--- config.mk ---
export PLATFORM = sky130hd
export DESIGN_NAME = seg_share_ctrl
export DESIGN_NICKNAME = d
export VERILOG_FILES = /design/src/rtl/seg_share_ctrl.sv
export SDC_FILE = /design/constraint.sdc
export NUM_CORES = 1
export LEC_CHECK = 0
export BUFFER_PORTS_ARGS = -buffer_cell sky130_fd_sc_hd__buf_4
export CORE_ASPECT_RATIO = 1.1
export CORE_MARGIN = 10
export CORE_UTILIZATION = 50
export DETAILED_ROUTE_END_ITERATION = 8
export HOLD_SLACK_MARGIN = 0.1
export PLACE_DENSITY = 0.76
export SETUP_SLACK_MARGIN = 0.5
export SLEW_MARGIN = 20
export SYNTH_ARGS = -nofsm -noshare
export SYNTH_HDL_FRONTEND = slang
export SYNTH_SLANG_ARGS = --single-unit
--- constraint.sdc ---
create_clock -name clk -period 3 [get_ports clk]
set_input_delay 0.6 -clock clk [delete_from_list [all_inputs] [get_ports clk]]
set_output_delay 0.6 -clock clk [all_outputs]
set_load 0.05 [all_outputs]
--- src/rtl/seg_share_ctrl.sv ---
// Round-robin arbiter sharing one 4-digit seven-segment path between N_REQ requesters.
// A granted 16-bit value is latched and held on screen for HOLD_TICKS scan ticks.
module seg_share_ctrl #(
  parameter int unsigned N_REQ      = 3,
  parameter int unsigned HOLD_TICKS = 256
) (
  input  logic                 clk,
  input  logic                 rst,
  input  logic                 tick,
  input  logic [N_REQ-1:0]     req,
  input  logic [16*N_REQ-1:0]  data,
  output logic [N_REQ-1:0]     gnt,
  output logic [1:0]           owner,
  output logic                 busy,
  output logic [3:0]           d,
  output logic [3:0]           a
);

  localparam int unsigned CW = $clog2(HOLD_TICKS + 1);

  typedef enum logic {IDLE, HOLD} state_t;

  state_t          state;
  logic [N_REQ-1:0] pending;
  logic [N_REQ-1:0] pend_eff;
  logic [3:0]      pend4;
  logic [3:0]      pick4;
  logic [2:0]      cand;
  logic [1:0]      pick_idx;
  logic            pick_vld;
  logic [1:0]      last;
  logic [CW-1:0]   hold_cnt;
  logic [15:0]     shown;
  logic [1:0]      dig;
  logic [63:0]     data64;

  assign data64 = 64'(data);

  // Requests in the current cycle are eligible immediately; search starts after last owner.
  always_comb begin
    pend_eff = pending | req;
    pend4    = 4'(pend_eff);
    pick_vld = 1'b0;
    pick_idx = '0;
    cand     = '0;
    for (int unsigned off = 1; off <= N_REQ; off++) begin
      cand = {1'b0, last} + 3'(off);
      if (cand >= 3'(N_REQ)) cand = cand - 3'(N_REQ);
      if (!pick_vld && pend4[cand[1:0]]) begin
        pick_vld = 1'b1;
        pick_idx = cand[1:0];
      end
    end
    pick4 = pick_vld ? (4'b0001 << pick_idx) : 4'b0000;
  end

  always_ff @(posedge clk or negedge rst) begin
    if (!rst) begin
      state    <= IDLE;
      pending  <= '0;
      gnt      <= '0;
      owner    <= '0;
      busy     <= 1'b0;
      shown    <= '0;
      dig      <= '0;
      d        <= '0;
      a        <= 4'b1110;
      hold_cnt <= '0;
      last     <= 2'(N_REQ - 1);
    end else begin
      // A request coinciding with its own grant pulse is dropped.
      pending <= pend_eff & ~gnt;
      gnt     <= '0;
      if (tick) dig <= dig + 2'd1;
      d <= shown[{dig, 2'b00} +: 4];
      a <= ~(4'b0001 << dig);
      case (state)
        IDLE: begin
          if (pick_vld) begin
            gnt      <= pick4[N_REQ-1:0];
            owner    <= pick_idx;
            last     <= pick_idx;
            shown    <= data64[{pick_idx, 4'b0000} +: 16];
            hold_cnt <= CW'(HOLD_TICKS);
            busy     <= 1'b1;
            state    <= HOLD;
          end
        end
        HOLD: begin
          if (tick) begin
            if (hold_cnt == CW'(1)) begin
              hold_cnt <= '0;
              busy     <= 1'b0;
              state    <= IDLE;
            end else begin
              hold_cnt <= hold_cnt - CW'(1);
            end
          end
        end
        default: state <= IDLE;
      endcase
    end
  end

endmodule
==> qor.yml <==
setup_path:
  rr_startpoint: "last[1]"
  path_max_fanout: 17
  rrSetupSlack_ns: 0.56
  rr_worst_depth: 9
  arrival_ns: 2.62
  crit_type: "reg -> reg"
  cp-start-kind: "flop"
  endpoint_kind: "flop"
  r2r-end: "shown[1]"
  required_ns: 3.19
clock_tree:
  postCtsHoldBufs: 0
  clockBufferDepth: 2
  clock-root-buffer: "clkbuf_8"
  clock_latency_ns: 0.30
  cts_buffers: 5
  htreeDepth: 2
  clkTransAtPathRegs_ns: 0.09
  cts_tree: "done"
  numClockSinks: 46
pwr:
  leakagePower_nw: 1.52
  p_total_mw: 3.24
  p_sw_mw: 1.47
  pwr-share-seq_pct: 32.6
  power.density_nw_per_um2: 990
  vdd_drop_max_uv: 560
  p_int_mw: 1.77
  swShare_pct: 45.5
  p_comb_share_pct: 55.3
  p_clk_share_pct: 12.1
floorplanning:
  start_util_pct: 51.4
  dieWidth_microns: 88.3
  io_pins: 68
  die_area_sq_um: 8410
  core_sq_um: 5000
  die_h_microns: 95.2
  fp-row-count: 27
global_route:
  track_usage_pct: 15.8
  grt_pass1_wl_microns: 10700
  grt_pass1_vias: 2213
  grt.overflow.total: 0
  antenna_found_initial: 0
  grt_max_degree: 47
run_status:
  status: "finished, final reports clean"
synth:
  synth_fp_nets: 319
  seq_area_frac_synth_pct: 45.0
  async_flop_share_pct: 100
  synth_edf_count: 0
  synth-main-ff-cell: "dfrtp_1"
  yosys_warnings: 0
  synth_top_cell_area_share_pct: 40.9
  synthTopCellsByArea: "dfrtp_1, a221o_1, a21oi_1"
  synth_cell_types: 49
  syn_avg_cell_area_sq_um: 10.1
  syn_inst: 255
  synth-seq-cells: 46
  netlist_area_sq_um: 2570
  synth_top_cell_by_area: "dfrtp_1"
final_layout:
  final_cell_count_no_fill: 380
  syn2layout_area_growth_pct: 27.4
  diodes: 0
  ff_latch_area_sq_um: 1160
  layout.nets: 385
  multi_input_area_sq_um: 1330
  layout_commonest_cell: "buf_4"
  final_cell_mix: "buf_4, dfrtp_1, a21oi_1"
  drive_above_1_share_pct: 34.8
  nFillCells: 417
placement:
  numPortBuffers: 67
  hpwl_microns: 4950
  gp_congestion: 0.886
  dp_slack_ns: 0.308
  place_inst: 368
timing:
  hold_viol_final: 0
  tns_ns: 0
  worst_slack_ns: 0.563
  post-route-min-period_ns: 2.44
  worst_pin_slew_ns: 0.570
  final_max_slew_viol_count: 0
  relSlewSlack_pct: 62.0
  fin_crit_sh_pct: 81.2
  rsz0062_at_grt: "yes"
  fin_skew_ns: 0.00297
  hold_slack_ns: 0.293
  max_freq_mhz: 410
  finalSetupViolCount: 0
route:
  postRouteAntennaNets: 0
  dr.first_iter.drc_count: 108
  drc: 0
  drt_first_pass_iters: 4
  wl_per_cell_microns: 18.1
  vias_per_cell: 5.87
  drt-total-wl_microns: 6880
  vias: 2229
worst_hold_path:
  hp-class: "in -> async"
run:
  max_cap_violations: 0
repair_timing:
action	in CTS	in global routing
gates cloned	0	1
pin swaps	1	2
setup endpoints to repair	19	19
resized for setup	2	12
buffers inserted	2	1
registers in the layout, indices dropped and copies added (netlist names):
name      count
a             4
busy          1
d             4
dig           2
gnt           3
hold_cnt      9
last          1
owner         2
pending       3
shown        16
state         1
metrics by stage:
stage               util (%)  instance area (sq um)
floorplan                  -                   2570
global placement        61.5                   3080
detailed placement      61.5                   3080
CTS                     64.1                   3200
global route            65.4                   3270
finish                  65.4                   3270
logic make-up after synthesis:
group / after synthesis / synth area share, %
simple gates: 72 / 15.3
xor+xnor: 1 / 0.341
compound gates: 91 / 24.7
fa+ha+maj: 10 / 4.87
mux: 5 / 3.90
buf+inv: 30 / 5.84
flops: 46 / 45.0
cell type report:
| cell class | count | area share [%] |
|---|---|---|
| multi-input cells | 180 | 40.6 |
| repair buffers | 74 | 17.4 |
| clock buffers | 5 | 2.10 |
| well taps | 58 | 2.22 |
| flip-flops and latches | 46 | 35.4 |
| inverters | 14 | 1.61 |
| clock inverters | 3 | 0.765 |
synth_stat cells (5+ instances only):
master	count
dfrtp_1	42
a21oi_1	25
o21ai_0	22
nand3_1	19
a221o_1	16
nor2_1	16
inv_1	14
nand2_1	11
ha_1	10
clkbuf_1	8
nor3_1	7
o31ai_1	5
power by group through the flow:
stage                     clock network, mW  logic [mW]  registers (mW)
after floorplan                           0        1.10            1.20
after global placement                    0        1.59            1.05
after detailed placement                  0        1.61            1.06
after CTS                             0.404        1.63            1.05
after global routing                  0.433        1.92            1.09
final                                 0.393        1.79            1.06
how the worst max path moves through the flow:
stage,from,to,slack (ns),depth (start not counted)
4_1_cts,owner[0],shown[1],0.51,8
3_3_place_gp,last[1],shown[1],0.33,8
5_1_grt,last[1],shown[0],0.48,10
3_5_place_dp,last[1],shown[2],0.31,8
2_1_floorplan,last[1],shown[10],0.57,10
6_report,last[1],shown[1],0.56,9
routing by layer:
metal	global-route usage (%)	wire length [microns]
met2	25.2	3300
met4	3.64	85
met1	19.7	2920
met3	6.06	586
met5	0	0
worst max-delay path, cell delays in order, from the launching register on:
cell      delay, ns
dfstp_2        0.59
inv_1          0.10
ha_4           0.27
o211ai_1       0.14
o31ai_1        0.15
a211o_1        0.36
o211ai_4       0.20
buf_12         0.17
a21oi_1        0.07
a221o_1        0.27
Note: power is estimated with default switching activity, not from simulation.
